File: src/rtl/serial_sub_pkg.sv
// serial_sub_pkg: FSM state encoding and counter-width helper for serial_subtractor
package serial_sub_pkg;
    typedef enum logic [1:0] {IDLE = 2'd0, RUN = 2'd1, DONE = 2'd2} state_t;
    function automatic int clog2(input int v);
        int r;
        r = 0;
        while ((1 << r) < v) r++;
        return (r < 1) ? 1 : r;
    endfunction
endpackage

File: src/rtl/full_sub_cell.sv
// full_sub_cell: 1-bit full subtractor; a - b - bin -> d with borrow-out bout
module full_sub_cell (
    input  logic a,
    input  logic b,
    input  logic bin,
    output logic d,
    output logic bout
);
    assign d    = a ^ b ^ bin;
    assign bout = (~a & b) | (~(a ^ b) & bin);
endmodule

File: src/rtl/serial_subtractor.sv
// serial_subtractor: bit-serial a - b - bin, LSB first, one bit per clock
// clk/rst: clock, async active-high reset; start/a/b/bin: request and operands;
// busy: running; done: one-cycle result pulse; diff/bout/ovf: held result
module serial_subtractor
    import serial_sub_pkg::*;
#(
    parameter int WIDTH = 8
) (
    input  logic             clk,
    input  logic             rst,
    input  logic             start,
    input  logic [WIDTH-1:0] a,
    input  logic [WIDTH-1:0] b,
    input  logic             bin,
    output logic             busy,
    output logic             done,
    output logic [WIDTH-1:0] diff,
    output logic             bout,
    output logic             ovf
);
    localparam int CW = clog2(WIDTH);
    state_t           r_state, w_next;
    logic [WIDTH-1:0] r_a, r_b, r_diff, w_res;
    logic [WIDTH-2:0] r_res;
    logic [CW-1:0]    r_cnt;
    logic             r_borrow, r_bout, r_ovf;
    logic             w_d, w_bout, w_last, w_accept;
    full_sub_cell u_cell (
        .a   (r_a[0]),
        .b   (r_b[0]),
        .bin (r_borrow),
        .d   (w_d),
        .bout(w_bout)
    );
    assign w_last   = r_cnt == CW'(WIDTH - 1);
    assign w_accept = start & (r_state != RUN);
    assign w_res    = {w_d, r_res};
    always_comb w_next = (r_state == RUN) ? (w_last ? DONE : RUN) : (start ? RUN : IDLE);
    always_ff @(posedge clk or posedge rst)
        if (rst) r_state <= IDLE;
        else     r_state <= w_next;
    // On the last RUN edge r_a[0]/r_b[0] hold the operand MSBs and w_d is the result MSB
    always_ff @(posedge clk or posedge rst)
        if (rst) begin
            r_a      <= '0;
            r_b      <= '0;
            r_res    <= '0;
            r_borrow <= 1'b0;
            r_cnt    <= '0;
            r_diff   <= '0;
            r_bout   <= 1'b0;
            r_ovf    <= 1'b0;
        end else if (w_accept) begin
            r_a      <= a;
            r_b      <= b;
            r_borrow <= bin;
            r_cnt    <= '0;
        end else if (r_state == RUN) begin
            r_a      <= r_a >> 1;
            r_b      <= r_b >> 1;
            r_res    <= w_res[WIDTH-1:1];
            r_borrow <= w_bout;
            r_cnt    <= r_cnt + CW'(1);
            if (w_last) begin
                r_diff <= w_res;
                r_bout <= w_bout;
                r_ovf  <= (r_a[0] != r_b[0]) & (w_d != r_a[0]);
            end
        end
    assign busy = r_state == RUN;
    assign done = r_state == DONE;
    assign diff = r_diff;
    assign bout = r_bout;
    assign ovf  = r_ovf;
endmodule
File: config.mk
export PLATFORM = sky130hd
export DESIGN_NAME = serial_subtractor
export DESIGN_NICKNAME = d
export VERILOG_FILES = /design/src/rtl/serial_sub_pkg.sv /design/src/rtl/full_sub_cell.sv /design/src/rtl/serial_subtractor.sv
export SDC_FILE = /design/constraint.sdc
export NUM_CORES = 1
export LEC_CHECK = 0
export BUFFER_PORTS_ARGS = -buffer_cell sky130_fd_sc_hd__buf_4
export CORE_MARGIN = 2
export CORE_UTILIZATION = 45
export CTS_BUF_LIST = sky130_fd_sc_hd__clkbuf_4 sky130_fd_sc_hd__clkbuf_8
export DETAILED_ROUTE_END_ITERATION = 7
export PLACE_DENSITY_LB_ADDON = 0.3
export REMOVE_ABC_BUFFERS = 1
export SYNTH_ARGS = -nofsm -noshare
export SYNTH_HDL_FRONTEND = slang
export SYNTH_SLANG_ARGS = --single-unit
File: constraint.sdc
create_clock -name clk -period 1.5 [get_ports clk]
set_input_delay 0.3 -clock clk [delete_from_list [all_inputs] [get_ports clk]]
set_output_delay 0.3 -clock clk [all_outputs]
set_load 0.005 [all_outputs]
Word-level counts from Yosys, hierarchy flattened
Cells that the tools add are included.
Storage, ports and cells
  register bits: 39
  input bits: 20
  word-level logic and storage cells: 40
Cells by class
  add/sub/neg operators: 1
  equal/unequal tests: 6
  muxes and demuxes: 11
  bitwise logic cells: 10
  reduce and logical (&&, ||, !) cells: 3
Operators by type and width (count)
  $mux W8: 4
  $mux W3: 2
  $and A1 B1 Y1: 4
  $mux W2: 2
  $add A3 B1 Y3 const B: 1
  $eq A3 B3 Y1 const B: 1
  $mux W1: 3
  $not A1 Y1: 3
  $reduce_and A3 Y1: 1
  $eq A2 B1 Y1 const B: 1
  $eq A2 B2 Y1 const B: 1
  $ne A1 B1 Y1: 2
  $ne A2 B1 Y1 const B: 1
  $reduce_and A2 Y1: 1
  $reduce_bool A2 Y1: 1
  $xor A1 B1 Y1: 2
  $or A1 B1 Y1: 1

Depth between registers and ports, before layout
Gate-level depths: netlist of the first run.
  depth after elaboration: 6
  depth in mapped cells: 6
  mapped depth without buffers: 5

Cells and area by module
A second synthesis of the first run with hierarchy kept.
Second synthesis, totals
  cells, all modules: 137
  area, all modules: 1716.6 sq um
Modules (own cells, without submodules)
  serial_subtractor: times used 1, cells each 133, area an instance 1685.4 sq um, sequential area each 975.9 sq um
  full_sub_cell: times used 1, cells each 4, area an instance 31.3 sq um, sequential area each 0.0 sq um

Worst setup path before layout of the first run
OpenSTA, ideal clock, no wires.
  kind: flip-flop to flip-flop
  start: register r_cnt[0]
  end: register r_bout, in the netlist bout
  setup time: 0.125 ns
  arrival: 1.372 ns
  required time: 1.375 ns
  slack: 0.004 ns
  stages on the path, launching flop included: 6
  period minus slack after synthesis: 1.496 ns
  cell sequence: dfrtp_1 > ha_1 > ha_1 > nand3b_4 > buf_2 > mux2_2
On the way
  longest elaborated chain between the ends: 2
RTL lines
  from (decl): line serial_subtractor.sv:25  | logic [CW-1:0] r_cnt;
  from (signal assigned): line serial_subtractor.sv:63  | r_cnt <= r_cnt + CW'(1);
  $eq A3 B3 Y1: line serial_subtractor.sv:35  | assign w_last = r_cnt == CW'(WIDTH - 1);
  $reduce_and A3 Y1 (no line)
  to (signal assigned): line serial_subtractor.sv:66  | r_bout <= w_bout;
  to (decl): line serial_subtractor.sv:26  | logic r_borrow, r_bout, r_ovf;
Every way passes these cells.
A chain may end at the register's enable or synchronous reset.

Worst setup path in the final report of the first run
  start: register r_state[1]
  end: output port busy
On the way
  longest elaborated chain between the ends: 1
RTL lines
  from (decl): line serial_subtractor.sv:22  | state_t r_state, w_next;
  from (signal assigned): line serial_subtractor.sv:41  | else r_state <= w_next;
  $eq A2 B1 Y1: line serial_subtractor.sv:70  | assign busy = r_state == RUN;
  to (decl): line serial_subtractor.sv:15  | output logic busy,
Every way passes these cells.

==> impl_metrics.csv, run 1 <==
group,metric,value,unit
detailed_routing,wl_per_cell,13.8,um
worst_setup_path,crit_chain,"and2b_2, buf_12, buf_6",
cts,path_clk_slew,70,ps
logic_synthesis,netlist.area_leader.share,0.579,
worst_setup_path,critPathLaunch,"r_state[1]",
hold_path,holdCritPathClass,"primary input to asynchronous set/reset pin",
power_and_ir_drop,max-vdd-ir-drop,0.948,mV
logic_synthesis,syn_inst,136,
sta,fin_skew,4.88,ps
worst_setup_path,start_kind,"register",
cts,numCtsBuffers,5,
final_layout,final_cell_mix,"39 x dfrtp_1, 35 x buf_4, 19 x nand2_1",
place,io_buffers,31,
place,place_ws,37.1,ps
power_and_ir_drop,power_density,2120,mW/mm2
sta,fmaxAchievable,0.693,GHz
cts,clock_latency,280,ps
logic_synthesis,synth_cell_types,20,
logic_synthesis,synth_compound_area_frac,0.0609,
detailed_routing,dr.pass1.iters,4,
sta,fin_crit_sh,0.963,
sta,setup_ws,56.1,ps
job,maxCapViolations,0,
global_route,grt_max_degree,40,
worst_setup_path,crit_required,1200,ps
worst_setup_path,crit_path_end_kind,"output port",
sta,rsz0062_at_grt,"no",
sta,whs,143,ps
global_route,busiest_layer,"met2",
sta,maxSlewViolCount,0,
logic_synthesis,avgSynthCellArea,12.4,um2
logic_synthesis,ys_seq_area_frac,0.579,
outcome,outcome,"completed",
final_layout,fin_nets,199,
global_route,grt_pass1_wl,5220,um
worst_setup_path,cp_max_fo,12,
worst_setup_path,cpMaxStageDelayCell,"dfrtp_1",
logic_synthesis,synth_mux_area_frac,0.201,
worst_setup_path,ff2ff_path_depth,4,
sta,setup_viol,0,
place,gp_congestion,0.704,
final_layout,area_delta_synth_final,29.7,%
floorplan,coreArea,0.00363,mm2
global_route,grt_overflow_total,0,
floorplan,start_util,0.464,
logic_synthesis,synthAdderAreaFrac,0.0341,
floorplan,rows,22,
global_route,use_met2,0.278,
worst_setup_path,critical_path_arrival,1140,ps
logic_synthesis,synth-seq-cells,39,
cts,cts_num_sinks,39,
floorplan,io_pins,32,
sta,min_period,1440,ps
detailed_routing,vias,1137,
floorplan,die_h,65.2,um
logic_synthesis,synth_area,0.00169,mm2
sta,max_slew_margin,0.681,
global_route,grt_pass1_vias,1122,
detailed_routing,route.detailed.drc,0,
floorplan,die-area,0.00425,mm2
final_layout,antenna_cells,0,
logic_synthesis,synth_area_leaders,"dfrtp_1 58%, mux2i_1 10%, mux2_2 10%",
detailed_routing,ant_nets,0,
worst_setup_path,crit_buf_inv,2,
logic_synthesis,ys_warn_count,0,
logic_synthesis,synth_top_cell_by_area,"dfrtp_1",
cts,clock_path_buffers,2,
final_layout,post-route-util,0.602,
worst_setup_path,rrSetupSlack,80,ps
detailed_routing,drtIter0Drc,39,
detailed_routing,routed_wl,3090,um
power_and_ir_drop,cellLeakagePower,1.08,nW
power_and_ir_drop,total_power,4.63,mW
worst_setup_path,critical_path.top_delay_family,"flip-flops",
worst_setup_path,crit_cells,3,
logic_synthesis,synth_top_family_by_area,"multiplexers",
worst_setup_path,slowest_delay,380,ps
floorplan,fp.dieW,65.2,um
global_route,grt.total_usage,0.165,
worst_setup_path,timing.rr.start,"r_cnt[0]",
place,hpwlAfterDp,1900,um
final_layout,drive_gt1_frac,0.381,
global_route,antenna_found_initial,0,
final_layout,final_common_cell,"dfrtp_1",
cts,cts_root_buf,"clkbuf_8",
sta,tightest_slew,479,ps
place,dp_cells,209,
logic_synthesis,synth-xor-area-share,0.00520,
worst_setup_path,critPathKind,"register to output port",
global_route,grtUsageMet3,0.0616,
cts,cts_max_level,2,
final_layout,instances_no_fill,224,
logic_synthesis,synth_simple_gate_area_frac,0.0809,
detailed_routing,vias_per_cell,5.08,
global_route,use_met1,0.194,
sta,hold_viol,0,
cts,cts_tree,"built",
worst_setup_path,cp-endpoint,"busy",
worst_setup_path,r2r_end,"diff[0]",
[metal layers]
metal,vias up,part of all wire
met3,5,0.069
met4,0,0.015
li1,539,-
met1,558,0.42
met5,-,0
met2,35,0.50
[cell usage after synthesis]
master	count
fa_1	1
a21oi_1	1
and2b_1	1
o21ai_0	16
buf_6	1
o31ai_1	1
mux2i_1	17
buf_2	4
nor2_1	5
inv_1	3
nand2b_1	2
nand3b_4	1
xor2_1	1
mux2_2	15
ha_1	3
nand2_1	19
o21ai_1	2
nor2b_1	1
dfrtp_1	39
buf_4	3
[registers in the layout, indices dropped and copies added, names as in the netlist]
signal    flops
r_b           8
r_a           8
r_borrow      1
ovf           1
r_cnt         3
bout          1
diff          8
r_res         7
r_state       2
[cell families after synthesis]
| family | Yosys count |
|---|---|
| buffers and inverters | 11 |
| AOI/OAI and AO/OA | 20 |
| and+or+nand+nor | 29 |
| DFF | 39 |
| muxes | 32 |
| adders and majority gates | 4 |
| xor gates and xnor gates | 1 |
[worst register-to-register path, stage by stage, from the launching register on]
cell	delay, ps
dfrtp_1	390
ha_1	210
ha_2	200
nand3b_2	170
mux2_2	350
[worst min-delay path by stage]
stage / startpoint / to / cells past startpoint
2_1_floorplan: start / r_state[0] / 2
3_3_place_gp: rst / diff[2] / 3
3_5_place_dp: rst / diff[0] / 3
4_1_cts: rst / diff[4] / 3
5_1_grt: rst / diff[2] / 3
6_report: rst / r_a[2] / 3
[report_power, final]
group	internal, mW	switching [mW]	leakage, nW	total, mW
logic	1.14	0.772	0.529	1.91
registers	1.54	0.286	0.485	1.83
clock network	0.538	0.349	0.0612	0.887
[final cells by class]
cell class,count,area [um2]
clock inverters,2,35.0
flip-flops and latches,39,976
inverters,3,11.3
repair buffers,39,359
fillers,321,1450
well taps,48,60.1
clock buffers,6,82.6
multi-input cells,87,662
[per-stage QoR]
| step | TNS [ps] | cell area (um2) |
|---|---|---|
| floorplan | -2800 | 1630 |
| global placement | 0 | 1950 |
| detailed placement | 0 | 1950 |
| CTS | 0 | 2150 |
| global route | 0 | 2190 |
| finish | 0 | 2190 |
[timing repair]
| action | in CTS | in global routing |
|---|---|---|
| resized for setup | 1 | 3 |
| endpoints found under the setup margin | 1 | 10 |
| hold buffers | 0 | 0 |
| buffers inserted | 2 | 2 |
| pin swaps | 0 | 1 |
| gates cloned | 2 | 1 |
(Power assumes the default switching activity.)
==> inputs of run 2 (changes only) <==
Settings changed: ABC_AREA set to 1.
==> impl_metrics.csv, run 2 <==
group,metric,value,unit
outcome,outcome,"completed",
job,maxCapViolations,0,
detailed_routing,wl_per_cell,11.2,um
place,place_ws,120,ps
logic_synthesis,synth-seq-cells,39,
sta,setup_ws,115,ps
final_layout,nFillCells,352,
worst_setup_path,cpMaxStageDelayCell,"fa_1",
logic_synthesis,ys_warn_count,0,
logic_synthesis,async_reset_ff_frac,1.00,
final_layout,multi_input_area,629,um2
final_layout,fin_area,0.00209,mm2
place,gp_congestion,0.734,
final_layout,post-route-util,0.562,
sta,tns,0,ps
place,placed_area,0.00201,mm2
final_layout,ff_latch_area,976,um2
floorplan,die-area,0.00441,mm2
final_layout,final_common_cell,"nand2_1",
worst_setup_path,crit_path_end_kind,"register",
logic_synthesis,ys_seq_area_frac,0.556,
final_layout,antenna_cells,0,
logic_synthesis,syn_inst,188,
global_route,antenna_found_initial,0,
detailed_routing,routed_wl,3030,um
floorplan,io_pins,32,
logic_synthesis,synth_top_flop_cell,"dfrtp_1",
sta,hold_viol,0,
final_layout,fin_nets,247,
cts,cts_max_level,2,
worst_setup_path,ff2ff_path_depth,5,
sta,fin_crit_sh,0.923,
worst_setup_path,start_kind,"register",
worst_setup_path,critPathKind,"register to register",
place,hpwlAfterDp,2240,um
logic_synthesis,synthTopCellsByCount,"49 x nand2_1, 48 x nand3_1, 39 x dfrtp_1, 13 x inv_1",
detailed_routing,drtIter0Drc,92,
cts,clock_latency,270,ps
sta,rsz0062_at_grt,"no",
detailed_routing,vias,1310,
global_route,grt.total_usage,0.154,
logic_synthesis,synth_top_cell_by_area,"dfrtp_1",
sta,tightest_slew,473,ps
floorplan,coreArea,0.00372,mm2
global_route,grt_overflow_total,0,
sta,setup_viol,0,
worst_setup_path,rrSetupSlack,120,ps
logic_synthesis,synth_most_common_cell,"nand2_1",
place,io_buffers,31,
sta,max_slew_margin,0.685,
logic_synthesis,netlist.area_leader.share,0.556,
final_layout,final_cell_mix,"49 x nand2_1, 48 x nand3_1, 39 x dfrtp_1, 39 x buf_4, 13 x inv_1",
floorplan,start_util,0.472,
worst_setup_path,critical_path_arrival,1600,ps
worst_setup_path,slowest_delay,620,ps
detailed_routing,ant_nets,0,
worst_setup_path,crit_chain,"fa_1, inv_1, a21oi_1, nand3_1, nand2_1",
cts,postCtsSetupBuffers,0,
floorplan,die_h,66.4,um
sta,maxSlewViolCount,0,
cts,cts_root_buf,"clkbuf_8",
cts,cts_num_sinks,39,
logic_synthesis,synth_area,0.00175,mm2
logic_synthesis,synth_cell_types,18,
logic_synthesis,synth_area_leaders,"dfrtp_1 56%, nand3_1 14%, nand2_1 10%",
detailed_routing,vias_per_cell,4.85,
worst_setup_path,timing.rr.start,"r_borrow",
cts,cts_tree,"built",
detailed_routing,route.detailed.drc,0,
floorplan,fp.dieW,66.4,um
cts,clock_path_buffers,2,
cts,numCtsBuffers,5,
worst_setup_path,crit_required,1720,ps
cts,cts_resized,0,
worst_setup_path,r2r_end,"ovf",
sta,fin_skew,5.65,ps
power_and_ir_drop,power_density,1860,mW/mm2
floorplan,rows,22,
power_and_ir_drop,max-vdd-ir-drop,0.710,mV
power_and_ir_drop,cellLeakagePower,1.07,nW
logic_synthesis,avgSynthCellArea,9.33,um2
sta,min_period,1380,ps
final_layout,drive_gt1_frac,0.257,
global_route,grt_pass1_vias,1192,
global_route,grt_max_degree,40,
sta,fmaxAchievable,0.722,GHz
hold_path,holdCritPathClass,"primary input to asynchronous set/reset pin",
cts,cts_hold_buf,0,
logic_synthesis,synth_edf_count,0,
cts,path_clk_slew,70,ps
final_layout,area_delta_synth_final,19.0,%
global_route,grt_pass1_wl,5190,um
worst_setup_path,cp_max_fo,4,
detailed_routing,dr.pass1.iters,4,
==> run 2: changes by cell type after synthesis, moves of 9 or more <==
cell / before / now
mux2_2: 15 / 0
inv_1: 3 / 13
nand3_1: 0 / 48
nand2_1: 19 / 49
o21ai_0: 16 / 7
mux2i_1: 17 / 0
==> run 2: worst max-delay path by stage <==
stage / start / end / slack (ps) / depth (start not counted)
finish: r_borrow / ovf / 120 / 5
global placement: r_borrow / ovf / 120 / 5
floorplan: r_state[0] / diff[1] / 9 / 5
global route: r_a[0] / ovf / 40 / 6
detailed placement: r_borrow / ovf / 120 / 5
CTS: r_borrow / ovf / 110 / 5
==> run 2: layout make-up <==
class                   count  area share
clock buffers               6      0.0366
flip-flops and latches     39       0.468
repair buffers             39       0.140
well taps                  48      0.0288
inverters                  14      0.0252
multi-input cells         124       0.302
==> run 2: layer usage <==
metal,track usage,up-vias,share of wire,wire length [um]
met3,0.0443,5,0.037,112
li1,-,679,-,-
met5,0,-,0,0
met2,0.249,21,0.48,1460
met4,0.0383,0,0.011,32
met1,0.203,605,0.47,1420
==> run 2: kinds of logic after synthesis <==
logic type      count (synthesis)  share of synthesized area
simple gates                  104                      0.265
flops                          39                      0.556
compound gates                 16                     0.0606
buf+inv                        25                     0.0849
fa+ha+maj                       4                     0.0328
==> run 2: critical path: cells and delay by family, from the launching register on <==
family	cells	cell delay (ps)
buffers and inverters	1	60
flip-flops	1	400
adder cells (fa/ha/maj)	1	620
AND/OR/NAND/NOR	2	130
AO/OA/AOI/OAI	1	110
==> run 2: power by group <==
part           switching, mW  internal [mW]  total [mW]
Combinational          0.846          0.677        1.52
Sequential             0.239           1.48        1.72
Clock                  0.312          0.328       0.640
Total                   1.40           2.49        3.89
==> run 2: metrics by stage <==
| step | hold WS [ps] | power (mW) | std cells |
|---|---|---|---|
| global placement | 454 | 3.25 | 264 |
| finish | 137 | 3.89 | 270 |
| global route | 203 | 4.24 | 270 |
| floorplan | 442 | 2.68 | 177 |
| detailed placement | 448 | 3.29 | 264 |
| CTS | 147 | 3.94 | 270 |
==> inputs of run 3 (changes only) <==
Settings changed: CORE_UTILIZATION 45 to 44.
==> impl_metrics.csv, run 3 (same netlist as run 2, synthesis figures left out) <==
group,metric,value,unit
power_and_ir_drop,max-vdd-ir-drop,1.13,mV
cts,cts_hold_buf,0,
cts,numCtsBuffers,5,
sta,tightest_slew,488,ps
worst_setup_path,cp_max_fo,4,
power_and_ir_drop,p_switching,1.47,mW
final_layout,fin_nets,246,
final_layout,instances_no_fill,271,
place,dp_cells,263,
sta,rsz0062_at_grt,"no",
final_layout,drive_gt1_frac,0.265,
global_route,grt.total_usage,0.174,
detailed_routing,routed.top_layer,"met4",
place,io_buffers,31,
final_layout,final_common_cell,"nand2_1",
cts,cts_max_level,2,
sta,fin_crit_sh,0.939,
floorplan,fp.dieW,67.1,um
detailed_routing,routed_wl,3290,um
floorplan,start_util,0.469,
worst_setup_path,cpMaxStageDelayCell,"fa_2",
worst_setup_path,critPathKind,"register to register",
job,maxCapViolations,0,
worst_setup_path,r2r_end,"ovf",
outcome,outcome,"completed",
cts,cts_root_buf,"clkbuf_8",
cts,clock_path_buffers,2,
detailed_routing,vias,1354,
worst_setup_path,slowest_delay,570,ps
hold_path,holdCritPathClass,"primary input to asynchronous set/reset pin",
sta,setup_ws,91.6,ps
global_route,grt_max_degree,40,
detailed_routing,dr.pass1.iters,5,
sta,maxSlewViolCount,0,
worst_setup_path,start_kind,"register",
worst_setup_path,rrSetupSlack,90,ps
worst_setup_path,critical_path.top_delay_family,"adder cells",
sta,max_slew_margin,0.675,
power_and_ir_drop,total_power,4.20,mW
worst_setup_path,crit_buf_inv,2,
final_layout,antenna_cells,0,
floorplan,die_h,67.1,um
detailed_routing,wl_per_cell,12.2,um
sta,setup_viol,0,
sta,fmaxAchievable,0.710,GHz
cts,clock_latency,300,ps
power_and_ir_drop,internal_power,2.73,mW
detailed_routing,route.met3.wl,170,um
sta,hold_viol,0,
floorplan,die-area,0.00451,mm2
detailed_routing,route.detailed.drc,0,
floorplan,rows,22,
place,gp_congestion,0.730,
power_and_ir_drop,swShare,0.350,
power_and_ir_drop,p_clk_frac,0.214,
floorplan,io_pins,32,
cts,path_clk_slew,70,ps
final_layout,post-route-util,0.572,
worst_setup_path,crit_required,1740,ps
worst_setup_path,crit_cells,6,
power_and_ir_drop,cellLeakagePower,1.09,nW
detailed_routing,vias_per_cell,5.00,
power_and_ir_drop,power_density,1960,mW/mm2
worst_setup_path,ff2ff_path_depth,6,
worst_setup_path,timing.rr.start,"r_a[0]",
worst_setup_path,crit_chain,"inv_1, fa_2, inv_1, a21oi_1, nand3_1, nand2_1",
final_layout,area_delta_synth_final,22.0,%
global_route,grt_overflow_total,0,
sta,min_period,1410,ps
floorplan,coreArea,0.00374,mm2
worst_setup_path,critPathLaunch,"r_a[0]",
global_route,grt_pass1_vias,1314,
global_route,grt_pass1_wl,5770,um
power_and_ir_drop,p_seq_frac,0.412,
power_and_ir_drop,share_comb_of_total_power,0.374,
worst_setup_path,crit_top_cell,"inv_1",
cts,cts_tree,"built",
detailed_routing,ant_nets,0,
place,hpwlAfterDp,2310,um
worst_setup_path,crit_path_end_kind,"register",
final_layout,final_cell_mix,"49 x nand2_1, 48 x nand3_1, 39 x dfrtp_1",
sta,tns,0,ps
global_route,antenna_found_initial,0,
detailed_routing,dr_wl_met2,1540,um
cts,cts_num_sinks,39,
detailed_routing,wl_met1,1510,um
sta,fin_skew,5.04,ps
worst_setup_path,critical_path_arrival,1640,ps
detailed_routing,drtIter0Drc,92,
place,place_ws,75.9,ps
run 3: cell types whose count changed in the layout (fill, tap and decap cells not counted), sizes merged:
cell,delta
clkinv,+1
buf,-1
bufinv,+1
run 3: stage by stage:
step | cell area [um2] | hold slack (ps)
floorplan | 1660 | 442
global route | 2140 | 160
finish | 2140 | 109
global placement | 2020 | 450
detailed placement | 2020 | 463
CTS | 2130 | 136
run 3: power groups by stage:
| stage | Clock, mW | Combinational [mW] | Sequential (mW) |
|---|---|---|---|
| final | 0.900 | 1.57 | 1.73 |
| after global routing | 0.974 | 1.82 | 1.78 |
| after detailed placement | 0 | 1.59 | 1.75 |
| after floorplan | 0 | 0.970 | 1.71 |
| after global placement | 0 | 1.53 | 1.72 |
| after CTS | 0.920 | 1.59 | 1.73 |
run 3: worst reg2reg max path, delay by kind of cell, from the launching register on:
kind / cells / cell delay, ps
adders and majority gates: 1 / 570
buffers and inverters: 2 / 140
AOI/OAI and AO/OA: 1 / 120
and+or+nand+nor: 2 / 140
DFF: 1 / 380
run 3: worst max-delay path by stage:
| stage | to |
|---|---|
| floorplan | diff[1] |
| global placement | ovf |
| detailed placement | ovf |
| CTS | busy |
| global route | ovf |
| finish | ovf |
run 3: repair_timing:
| action | CTS | global route |
|---|---|---|
| gates resized for setup | 0 | 2 |
| buffers inserted | 0 | 0 |
| endpoints found under the setup margin | 0 | 2 |
run 3: area by class of cell:
type,count,area (um2)
clock buffers,6,82.6
repair buffers,38,298
clock inverters,2,35.0
flip-flops and latches,39,976
multi-input cells,124,637
fillers,359,1600
inverters,14,52.6
well taps,48,60.1
run 3: layer usage:
| layer | vias to the layer above | track usage |
|---|---|---|
| met5 | - | 0 |
| met4 | 0 | 0.0918 |
| met3 | 8 | 0.0383 |
| met2 | 34 | 0.275 |
| met1 | 640 | 0.224 |
| li1 | 672 | - |
